<file path="src/rtl/nco_pkg.sv">
// nco_pkg: definitions shared by the NCO controller blocks.
//   - sweep mode encodings carried on cfg_mode
//   - sweep FSM state enum (also exported on the dbg_state debug port)
//   - is_single(): decodes the mode field; the unused code 2'b11 acts as single
`timescale 1ns/1ps
package nco_pkg;

  localparam logic [1:0] MODE_SINGLE   = 2'b00;
  localparam logic [1:0] MODE_REPEAT   = 2'b01;
  localparam logic [1:0] MODE_PINGPONG = 2'b10;

  typedef enum logic [1:0] {
    ST_IDLE   = 2'd0,
    ST_LOAD   = 2'd1,
    ST_RUN_UP = 2'd2,
    ST_RUN_DN = 2'd3
  } sweep_state_t;

  function automatic logic is_single(input logic [1:0] mode);
    return !((mode == MODE_REPEAT) || (mode == MODE_PINGPONG));
  endfunction

endpackage

</file>
<file path="src/rtl/nco_dwell_timer.sv">
// nco_dwell_timer: down-counter that sets how long each phase increment is held.
//   clk, rst : clock, asynchronous active-high reset (count -> 0)
//   load     : load count with value (takes priority over counting)
//   en       : count down; on reaching 0 the count reloads from value
//   value    : load / reload value (hold time is value+1 cycles)
//   count    : current count
//   expire   : high in the enabled cycle where count is 0
`timescale 1ns/1ps
module nco_dwell_timer #(
  parameter int DW = 16
) (
  input  logic          clk,
  input  logic          rst,
  input  logic          load,
  input  logic          en,
  input  logic [DW-1:0] value,
  output logic [DW-1:0] count,
  output logic          expire
);

  assign expire = en && !load && (count == '0);

  always_ff @(posedge clk or posedge rst) begin
    if (rst) begin
      count <= '0;
    end else if (load) begin
      count <= value;
    end else if (en) begin
      if (count == '0) count <= value;
      else             count <= count - 1'b1;
    end
  end

endmodule

</file>
<file path="src/rtl/nco_sweep_ctrl.sv">
// nco_sweep_ctrl: steps an NCO phase increment from start to stop in
// increments of step, holding each value dwell+1 cycles. Modes: single,
// repeat, ping-pong.
//
// Handshake: a configuration transfers on a rising clk edge where
// cfg_valid & cfg_ready are both 1; cfg_ready is 1 only while idle, and the
// offer may be held or dropped freely by the source.
//
// Ports:
//   clk, rst                 clock, asynchronous active-high reset
//   cfg_valid / cfg_ready    configuration handshake
//   cfg_start/stop/step      phase increment range and step (unsigned, PW bits)
//   cfg_dwell                hold count per value (DW bits)
//   cfg_mode                 00 single, 01 repeat, 10 ping-pong, 11 single
//   go, abort                level-sampled start / stop requests
//   phase_inc                registered increment for the NCO
//   nco_rst                  one-cycle pulse while the sweep is loading
//   busy, done, seg_tick     status: running, single sweep finished, value changed
//   dbg_state                current FSM state (sweep_state_t encoding)
`timescale 1ns/1ps
module nco_sweep_ctrl
  import nco_pkg::*;
#(
  parameter int PW = 32,
  parameter int DW = 16
) (
  input  logic          clk,
  input  logic          rst,
  input  logic          cfg_valid,
  output logic          cfg_ready,
  input  logic [PW-1:0] cfg_start,
  input  logic [PW-1:0] cfg_stop,
  input  logic [PW-1:0] cfg_step,
  input  logic [DW-1:0] cfg_dwell,
  input  logic [1:0]    cfg_mode,
  input  logic          go,
  input  logic          abort,
  output logic [PW-1:0] phase_inc,
  output logic          nco_rst,
  output logic          busy,
  output logic          done,
  output logic          seg_tick,
  output logic [1:0]    dbg_state
);

  sweep_state_t state, state_d;

  // Shadow config (written by the handshake) and active config (copied from
  // the shadow when a sweep starts, so a config accepted on the go cycle
  // only affects the next sweep).
  logic [PW-1:0] sh_start, sh_stop, sh_step;
  logic [DW-1:0] sh_dwell;
  logic [1:0]    sh_mode;
  logic [PW-1:0] act_start, act_stop, act_step;
  logic [DW-1:0] act_dwell;
  logic [1:0]    act_mode;

  logic [PW-1:0] phase_d;
  logic          nco_rst_d, done_d, seg_tick_d;

  logic          go_accept, cfg_take, degen, step_fire;
  logic          tmr_expire;
  logic [DW-1:0] tmr_value, tmr_count;

  logic          up_at_stop, dn_at_start, span_le_step;
  logic [PW-1:0] up_nxt, dn_nxt, turn_up_nxt, turn_dn_nxt;

  assign dbg_state = state;
  assign go_accept = (state == ST_IDLE) && go && !abort;
  assign cfg_take  = cfg_valid && cfg_ready;

  // Zero step or an empty range: hold start until aborted.
  assign degen     = (act_step == '0) || (act_start >= act_stop);
  assign step_fire = (state != ST_IDLE) && tmr_expire && !degen && !abort;

  // Step arithmetic. Distances are compared before adding/subtracting, so
  // an intermediate result can never wrap past the range ends.
  assign up_at_stop   = (phase_inc == act_stop);
  assign up_nxt       = ((act_stop - phase_inc) <= act_step) ? act_stop : phase_inc + act_step;
  assign dn_at_start  = (phase_inc == act_start);
  assign dn_nxt       = ((phase_inc - act_start) <= act_step) ? act_start : phase_inc - act_step;
  assign span_le_step = ((act_stop - act_start) <= act_step);
  assign turn_up_nxt  = span_le_step ? act_stop  : act_start + act_step;
  assign turn_dn_nxt  = span_le_step ? act_start : act_stop - act_step;

  // The timer runs from LOAD onward; a go loads it from the shadow dwell
  // because the active copy is being written on that same edge.
  assign tmr_value = (state == ST_IDLE) ? sh_dwell : act_dwell;

  nco_dwell_timer #(.DW(DW)) u_dwell (
    .clk    (clk),
    .rst    (rst),
    .load   (go_accept),
    .en     (state != ST_IDLE),
    .value  (tmr_value),
    .count  (tmr_count),
    .expire (tmr_expire)
  );

  // Config registers
  always_ff @(posedge clk or posedge rst) begin
    if (rst) begin
      sh_start  <= '0;
      sh_stop   <= '0;
      sh_step   <= '0;
      sh_dwell  <= '0;
      sh_mode   <= MODE_SINGLE;
      act_start <= '0;
      act_stop  <= '0;
      act_step  <= '0;
      act_dwell <= '0;
      act_mode  <= MODE_SINGLE;
    end else begin
      if (cfg_take) begin
        sh_start <= cfg_start;
        sh_stop  <= cfg_stop;
        sh_step  <= cfg_step;
        sh_dwell <= cfg_dwell;
        sh_mode  <= cfg_mode;
      end
      if (go_accept) begin
        act_start <= sh_start;
        act_stop  <= sh_stop;
        act_step  <= sh_step;
        act_dwell <= sh_dwell;
        act_mode  <= sh_mode;
      end
    end
  end

  // State register
  always_ff @(posedge clk or posedge rst) begin
    if (rst) state <= ST_IDLE;
    else     state <= state_d;
  end

  // Next-state logic. LOAD shares the up-step path: with dwell 0 the first
  // step already happens at the end of the LOAD cycle.
  always_comb begin
    state_d = state;
    case (state)
      ST_IDLE: begin
        if (go_accept) state_d = ST_LOAD;
      end
      ST_LOAD, ST_RUN_UP: begin
        state_d = ST_RUN_UP;
        if (abort) begin
          state_d = ST_IDLE;
        end else if (step_fire && up_at_stop) begin
          if (is_single(act_mode))           state_d = ST_IDLE;
          else if (act_mode == MODE_PINGPONG) state_d = ST_RUN_DN;
          else                                state_d = ST_RUN_UP;
        end
      end
      ST_RUN_DN: begin
        if (abort)                          state_d = ST_IDLE;
        else if (step_fire && dn_at_start)  state_d = ST_RUN_UP;
      end
      default: state_d = ST_IDLE;
    endcase
  end

  // Output logic: next values of the registered outputs.
  always_comb begin
    phase_d    = phase_inc;
    nco_rst_d  = 1'b0;
    done_d     = 1'b0;
    seg_tick_d = 1'b0;
    case (state)
      ST_IDLE: begin
        if (go_accept) begin
          phase_d   = sh_start;
          nco_rst_d = 1'b1;
        end
      end
      ST_LOAD, ST_RUN_UP: begin
        if (step_fire) begin
          if (up_at_stop) begin
            if (is_single(act_mode))            done_d  = 1'b1;
            else if (act_mode == MODE_PINGPONG) phase_d = turn_dn_nxt;
            else                                phase_d = act_start;
          end else begin
            phase_d = up_nxt;
          end
        end
      end
      ST_RUN_DN: begin
        if (step_fire) phase_d = dn_at_start ? turn_up_nxt : dn_nxt;
      end
      default: ;
    endcase
    // Only a step may flag a change; the LOAD entry never does.
    if (step_fire && (phase_d != phase_inc)) seg_tick_d = 1'b1;
  end

  // Output registers
  always_ff @(posedge clk or posedge rst) begin
    if (rst) begin
      phase_inc <= '0;
      nco_rst   <= 1'b0;
      busy      <= 1'b0;
      done      <= 1'b0;
      seg_tick  <= 1'b0;
      cfg_ready <= 1'b1;
    end else begin
      phase_inc <= phase_d;
      nco_rst   <= nco_rst_d;
      busy      <= (state_d != ST_IDLE);
      done      <= done_d;
      seg_tick  <= seg_tick_d;
      cfg_ready <= (state_d == ST_IDLE);
    end
  end

  // The count itself is only observed through expire.
  logic unused_count;
  assign unused_count = ^tmr_count;

endmodule

</file>
<file path="config.mk">
export PLATFORM = sky130hd
export DESIGN_NAME = nco_sweep_ctrl
export DESIGN_NICKNAME = d
export VERILOG_FILES = /design/src/rtl/nco_pkg.sv /design/src/rtl/nco_dwell_timer.sv /design/src/rtl/nco_sweep_ctrl.sv
export SDC_FILE = /design/constraint.sdc
export NUM_CORES = 2
export LEC_CHECK = 0
export CAP_MARGIN = 30
export CORE_MARGIN = 10
export CORE_UTILIZATION = 48
export DETAILED_ROUTE_END_ITERATION = 8
export GPL_TIMING_DRIVEN = 0
export PLACE_DENSITY = 0.66
export SLEW_MARGIN = 10
export SYNTH_ARGS = -nofsm -noshare
export SYNTH_HDL_FRONTEND = slang
export SYNTH_SLANG_ARGS = --single-unit
</file>
<file path="constraint.sdc">
create_clock -name clk -period 19.1 [get_ports clk]
set_input_delay 4.775 -clock clk [delete_from_list [all_inputs] [get_ports clk]]
set_output_delay 4.775 -clock clk [all_outputs]
set_load 0.005 [all_outputs]
</file>
---- After elaboration in Yosys (flattened, before gate mapping) ----
Index checks and enable logic that the tools add are counted.
operators by class
  $mul .................................... 0
  $add $sub $neg .......................... 8
  bitwise operators ....................... 0
  div/mod/pow operators ................... 0
  muxes and demuxes ....................... 31
  shifts and indexed selects .............. 0
  reduce and logical (&&, ||, !) cells .... 24
  eq/ne operators ......................... 8
  $lt $le $gt $ge ......................... 4
operators with widths
  operator                                             number
  two-way mux 32 bit                                   11
  subtractor 32 bit                                    5
  less-or-equal comparator 32 bit                      3
  case mux 32 bit (3 select lines)                     1
  adder 32 bit                                         2
  equality test 32 bit                                 2
  two-way mux 16 bit                                   4
  >= comparator 32 bit                                 1
  zero test 32 bit                                     1
  != test 32 bit                                       1
  zero test 16 bit                                     1
  subtractor 16 x 1 -> 16 bit, second input constant   1
  two-way mux 2 bit                                    6
  logical AND 1 bit                                    11
  two-way mux 1 bit                                    8
  equality test 2 bit, second input constant           3
  case mux 2 bit (3 select lines)                      1
  nonzero test 2 bit                                   3
  equality test 2 x 1 -> 1 bit, second input constant  2
  zero test 2 bit                                      2
  zero test 1 bit                                      3
  logical OR 1 bit                                     2
  OR reduction 2 bit                                   1
storage, ports and cells
  output and inout bits ................... 39
  memory bits (writable) .................. 0
  input port bits ......................... 119
  bits in latches ......................... 0
  memories kept ........................... 0
  memory bits (read-only) ................. 0
  logic and storage cells ................. 93
  register bits after elaboration ......... 283

---- Depth between registers and ports, before layout ----
  depth in word-level cells ............... 14
  mapped depth ............................ 41
  depth with buffers taken out ............ 38

---- By module ----
From an unflattened synthesis, not the netlist that was laid out.
second synthesis, totals
  cells, all modules ...................... 3555
  area, all modules ....................... 28878.9 um^2
modules (own cells, without submodules)
  module           seq. area each (um^2)  area an instance (um^2)  instances  cells each
  nco_sweep_ctrl   6682.7                 27632.8                  1          3418
  nco_dwell_timer  400.4                  1246.2                   1          137

---- Least setup slack after synthesis ----
No wires, ideal clock.
  path kind ............................... input-to-reg
  start ................................... input port abort
  end ..................................... register seg_tick
  setup slack ............................. 10940 ps
  arrival time ............................ 8036 ps
  path buffers ............................ 1
  data required time ...................... 18976 ps
  library setup time ...................... 124 ps
  cell stages on the path ................. 16
  path through ............................ or3_1 nor4_4 o311ai_1 buf_4 nor2_4 o211ai_1 nand3_1 o22ai_1 nor4b_2 nand4_1 nor4b_2 nand4_1 and3b_1 o2111ai_1 or4_1 o31a_1
between the ends
  word-level cells in the longest chain between the ends .. 13
  elaborated cells on any way between the ends .. 15
  classes of those cells .................. 1 x eq/ne; 5 x mux; 9 x reduce/logical
ends and longest elaborated chain
  what                                   line                                          source
  from (decl)                            nco_sweep_ctrl.sv:37                          input logic abort,
  zero test 1 bit *                      nco_sweep_ctrl.sv:69, nco_sweep_ctrl.sv:74
  logical AND 1 bit                      nco_sweep_ctrl.sv:69                          assign go_accept = (state == ST_IDLE) && go && !abort;
  zero test 1 bit                        nco_dwell_timer.sv:21                         assign expire = en && !load && (count == '0);
  logical AND 1 bit (2 in series)        nco_dwell_timer.sv:21
  logical AND 1 bit (3 in series)        nco_sweep_ctrl.sv:74                          assign step_fire = (state != ST_IDLE) && tmr_expire && !degen && !abort;
  two-way mux 32 bit (on tied branches)  nco_sweep_ctrl.sv:188, nco_sweep_ctrl.sv:177
  case mux 32 bit (3 select lines)       nco_sweep_ctrl.sv:169                         case (state)
  != test 32 bit                         nco_sweep_ctrl.sv:193                         if (step_fire && (phase_d != phase_inc)) seg_tick_d = 1'b1;
  logical AND 1 bit *                    nco_sweep_ctrl.sv:193
  two-way mux 1 bit *                    nco_sweep_ctrl.sv:193
  named net seg_tick_d                   nco_sweep_ctrl.sv:59                          logic nco_rst_d, done_d, seg_tick_d;
  to (signal assigned)                   nco_sweep_ctrl.sv:210                         seg_tick <= seg_tick_d;
  to (decl)                              nco_sweep_ctrl.sv:42                          output logic seg_tick,
The timed path passes the listed nets; every way through them passes the cells marked *.
A chain may end at the register's enable or synchronous reset.

---- Final worst setup path ----
  start ................................... register phase_inc[1]
  end ..................................... register seg_tick
between the ends
  word-level cells in the longest chain between the ends .. 9
  elaborated cells on any way between the ends .. 20
  classes of those cells .................. 4 x add/sub; 2 x order compare; 3 x eq/ne; 10 x mux; 1 x reduce/logical
ends and longest elaborated chain
  what                                                line                                          source
  from (decl)                                         nco_sweep_ctrl.sv:38                          output logic [PW-1:0] phase_inc,
  from (signal assigned)                              nco_sweep_ctrl.sv:206                         phase_inc <= phase_d;
  subtractor 32 bit (on tied branches)                nco_sweep_ctrl.sv:81, nco_sweep_ctrl.sv:79
  less-or-equal comparator 32 bit (on tied branches)  nco_sweep_ctrl.sv:81, nco_sweep_ctrl.sv:79
  two-way mux 32 bit (on tied branches)               nco_sweep_ctrl.sv:81, nco_sweep_ctrl.sv:79
  two-way mux 32 bit (on tied branches)               nco_sweep_ctrl.sv:188, nco_sweep_ctrl.sv:178
  two-way mux 32 bit (on tied branches)               nco_sweep_ctrl.sv:188, nco_sweep_ctrl.sv:177
  case mux 32 bit (3 select lines)                    nco_sweep_ctrl.sv:169
  != test 32 bit *                                    nco_sweep_ctrl.sv:193
  logical AND 1 bit *                                 nco_sweep_ctrl.sv:193
  two-way mux 1 bit *                                 nco_sweep_ctrl.sv:193
  named net seg_tick_d                                nco_sweep_ctrl.sv:59
Marks and branches as above.

==> results.md <==
| Stage | Metric | This run |
|---|---|---|
| synth | Unique masters post-synth | 101 |
| synth | Total of warnings raised by yosys | 0 |
| placed design | Port bufs | 157 |
| route | Initial DRT Pass Iterations | 9 |
| timing | Worst rel slew slack | 18.7% |
| min path | Worst hold path cell count | 2 |
| min path | Worst Hold Path EP | act_stop[14]$_DFFE_PP0P_ |
| floorplanning | Chip Height | 262 um |
| status | Status | finished clean |
| global route | Met1 routing resource usage after global routing | 48.0% |
| floorplanning | Effective utilization at floorplan | 48.6% |
| timing | Unrepaired setup endpoints after global routing | no |
| synth | Largest family of logic cells by synthesized area | compound AO/OA/AOI/OAI gates |
| clock network | Post-CTS setup-driven buffer insertion count | 0 |
| route | Routed wire length | 129 mm |
| worst setup path | Arrival time reported for the critical path endpoint | 11.47 ns |
| worst setup path | Kind of end point of the critical path | flip-flop |
| global route | Number of global-route vias before repair | 27600 |
| global route | Wire length of the first global-routing pass | 183 mm |
| synth | Number of nets in the synthesized netlist | 3931 |
| route | DR WL/cell | 28.8 um |
| flow run | Count of maximum capacitance violations | 0 |
| worst setup path | Critical R2R Capture | seg_tick$_DFF_PP0_ |
| clock network | Hold buffer count at cts | 0 |
| synth | Cell types with the largest area share after synthesis | dfrtp_1, ha_1, nand2_1 |
| worst setup path | Most prevalent standard cell on the critical path | o21ai_0 |
| timing | Part of the cycle the worst path needs | 57.7% |
| synth | Proportion of synthesized chip area in sequential cells | 25.2% |
| global route | GRT Util Overall | 36.6% |
| synth | Arithmetic-cell share of the synthesized area counting full adders, half adders and majority gates | 14.7% |
| worst setup path | Flop-to-flop setup slack | 8.08 ns |
| floorplanning | Number of placed I/O pins | 158 |
| timing | Setup total negative slack | 0 ns |
| synth | Post-synthesis instance total | 3486 |
| worst setup path | Endpoint required time on the critical path | 19.56 ns |
| worst setup path | Critical-path top delay cell | dfrtp_1 |
| timing | Achievable Freq | 90.8 MHz |
| worst setup path | Worst setup SP type | flip-flop |
| floorplanning | Area of the die | 68600 um2 |
| clock network | Clock slew at reported path FFs | 0.06 ns |
| timing | Clock skew | 0.0314 ns |
| clock network | Depth of the CTS H-tree | 2 |
| clock network | Number of gates resized after CTS | 0 |
| worst setup path | Reg2Reg Launch Point | phase_inc[1]$_DFF_PP0_ |
| synth | Post-Synthesis Cell Area | 28100 um2 |
| floorplanning | Total number of placement rows | 88 |
| global route | Pin count of the biggest net entering global routing | 89 |
| clock network | Clk root buf | clkbuf_16 |
| timing | Min Tclk post-route | 11.02 ns |
| worst setup path | Type of the setup path with the least slack | flip-flop to flip-flop |
| global route | GRT busiest layer | met2 |
| clock network | Inserted Clock Buffers | 37 |
| global route | GRT met2 Usage | 54.8% |
| timing | Final number of hold-violating endpoints | 0 |
| synth | EDFF count, synth | 0 |
| global route | Initial antenna violation count | 0 |
| cells and area | Fraction of layout cells with a size suffix above 1 | 6.87% |
| global route | Leftover overflow at the end of global routing | 0 |
| timing | Number of max-slew violations in the final report | 0 |
| clock network | Skew-Pair Late Insertion Delay | 0.60 ns |
| floorplanning | Overall die width | 262 um |
| min path | Hold WC Path Type | flip-flop to flip-flop |
| synth | Share of the synthesized area in compound gates (AO/OA/AOI/OAI) | 23.7% |
| route | DRC violations left | 0 |
| synth | Most frequently used flop master after synthesis | dfrtp_1 |
| placed design | Half-perimeter wire length of the detailed placement result | 106 mm |
| synth | Share of async-settable or async-resettable flops after synthesis | 100% |
| synth | Share of synthesized cell area in and, or, nand and nor gates | 19.6% |
| cells and area | Fill count | 5543 |
| clock network | Maximum number of buffers from clock root to sink | 3 |
| route | Routed vias | 29400 |
| synth | Post-synth top area share | 25.1% |
| timing | Setup violation total in the final timing report | 0 |
| clock network | Number of sinks driven by the clock tree | 283 |
| timing | Worst Setup Slack, final | 8.08 ns |
| cells and area | Final standard cell utilization of the core | 55.5% |
| worst setup path | Highest cell delay on the worst timing path | 0.88 ns |
| synth | Mean Syn Cell Area | 8.06 um2 |
| route | Detailed Route Iter0 Violations | 3796 |
| global route | Met3 track demand over resource | 9.06% |
| synth | Dominant cell type by area after synthesis | dfrtp_1 |
| placed design | Final RePlAce weighted congestion | 1.06 |
| floorplanning | Placeable Area | 57800 um2 |
| worst setup path | Reg2Reg Depth | 38 |
| min path | Worst hold start | sh_stop[14]$_DFFE_PP0P_ |
| synth | Xor and xnor area share after synthesis | 5.77% |
| worst setup path | Crit-path max FO | 13 |
| placed design | Post-placement worst setup slack | 8.46 ns |
| cells and area | Final net count | 4143 |
| route | Vias per Instance | 6.55 |
| cells and area | Diode count | 0 |
| timing | Slew of the pin with the lowest slew margin | 1.21 ns |
| cells and area | Area growth from synthesis to layout | 14.1% |
| route | Routed Antenna Nets | 0 |
| clock network | TritonCTS clock tree | done |
| synth | Count of state elements after synthesis | 283 |
| synth | Multiplexer share of the synthesized area | 6.52% |
| timing | Post-Route Hold Slack | 0.454 ns |
==> worst max-delay path by stage <==
stage                                   startpoint                  endpoint  slack [ns]
after floorplan                                rst  act_dwell[0]$_DFFE_PP0P_        6.52
after global placement                         rst   sh_step[23]$_DFFE_PP0P_        2.41
after detailed placement  act_start[1]$_DFFE_PP0P_        seg_tick$_DFF_PP0_        8.46
after CTS                 act_start[1]$_DFFE_PP0P_        seg_tick$_DFF_PP0_        8.43
after global routing      act_start[1]$_DFFE_PP0P_        seg_tick$_DFF_PP0_        7.89
final                       phase_inc[1]$_DFF_PP0_        seg_tick$_DFF_PP0_        8.08
==> cells in the final DEF, fill, tap and decap left out, types with 15 or more instances in the layout <==
cell type / synthesis / routed
nand3_1: 72 / 72
a31oi_1: 58 / 58
nor4_1: 39 / 39
o22ai_1: 17 / 17
a211oi_1: 55 / 55
o21bai_1: 31 / 31
o211ai_1: 35 / 35
inv_1: 180 / 179
xor2_1: 49 / 49
o21ai_1: 25 / 25
clkdlybuf4s50_1: 0 / 157
a221oi_1: 15 / 15
and3_1: 20 / 20
a21oi_1: 276 / 276
nor2_1: 257 / 257
clkbuf_1: 111 / 116
nand2b_1: 30 / 30
and2_1: 15 / 15
nor3_1: 104 / 104
mux2i_1: 38 / 38
o21ai_0: 245 / 245
ha_1: 319 / 319
clkbuf_16: 0 / 38
dfrtp_1: 282 / 282
nor2b_1: 35 / 35
buf_2: 11 / 15
nand4_1: 67 / 67
o21a_1: 34 / 34
mux2_2: 126 / 126
or3_1: 24 / 24
buf_1: 13 / 15
xnor2_1: 136 / 136
a21o_1: 92 / 92
nand2_1: 422 / 422
==> metrics by stage <==
| stage | instances | instance area, um2 |
|---|---|---|
| floorplan | 3486 | 28100 |
| global placement | 4408 | 30600 |
| detailed placement | 4421 | 30800 |
| CTS | 4487 | 32000 |
| global route | 4490 | 32100 |
| finish | 4490 | 32100 |
==> sequential cells by signal (all words and copies together), names as in the netlist, 16 cells and up <==
name           cells
u_dwell.count     16
sh_start          32
phase_inc         32
act_stop          32
sh_stop           32
act_step          32
sh_step           32
act_start         32
act_dwell         16
sh_dwell          16
==> cells in the mapped netlist, drive strengths merged, types with 15 or more instances <==
cell type	count
nand2	422
ha	319
dfrtp	282
a21oi	276
o21ai	270
nor2	260
inv	182
xnor2	136
mux2	129
clkbuf	111
nor3	105
a21o	92
nand3	73
nand4	68
a31oi	58
a211oi	55
xor2	49
nor4	43
mux2i	38
o211ai	37
nor2b	35
o21a	34
o21bai	31
nand2b	30
buf	27
or3	24
and3	20
o22ai	17
a221oi	16
a21boi	15
and2	15
o31ai	15
==> kinds of logic (layout without fill, tap and decap cells) <==
logic type | count (synthesis) | in the layout
DFF | 283 | 283
buffers and inverters | 322 | 561
xor gates and xnor gates | 185 | 185
muxes | 167 | 167
adders and majority gates | 326 | 326
AOI/OAI and AO/OA | 1047 | 1047
and+or+nand+nor | 1156 | 1156
==> metal layers <==
metal	up-vias	wire length, um
met4	0	7930
met3	356	15900
met2	1789	54300
met5	-	0
li1	13200	-
met1	14000	51300
==> critical path, delay by kind of cell (launching register included) <==
family          cells  cell delay [ns]
buf+inv             2             0.74
compound gates     20             4.98
flops               1             0.88
xor+xnor            1             0.15
simple gates       13             3.35
fa+ha+maj           2             0.80
==> cell type report <==
class                      count  area [um2]  area share [%]
multi-input combinational   2881       19800            61.7
sequential                   283        7080            22.1
timing repair buffer         173        1750            5.46
clock buffer                  51        1060            3.30
tap                          765         957            2.98
inverter                     184         698            2.18
buffer                       138         558            1.74
clock inverter                15         190           0.593
Power is left out: the tool's default activity adds up to more than one toggle a clock period on the data nets, which glitch-free logic cannot reach.
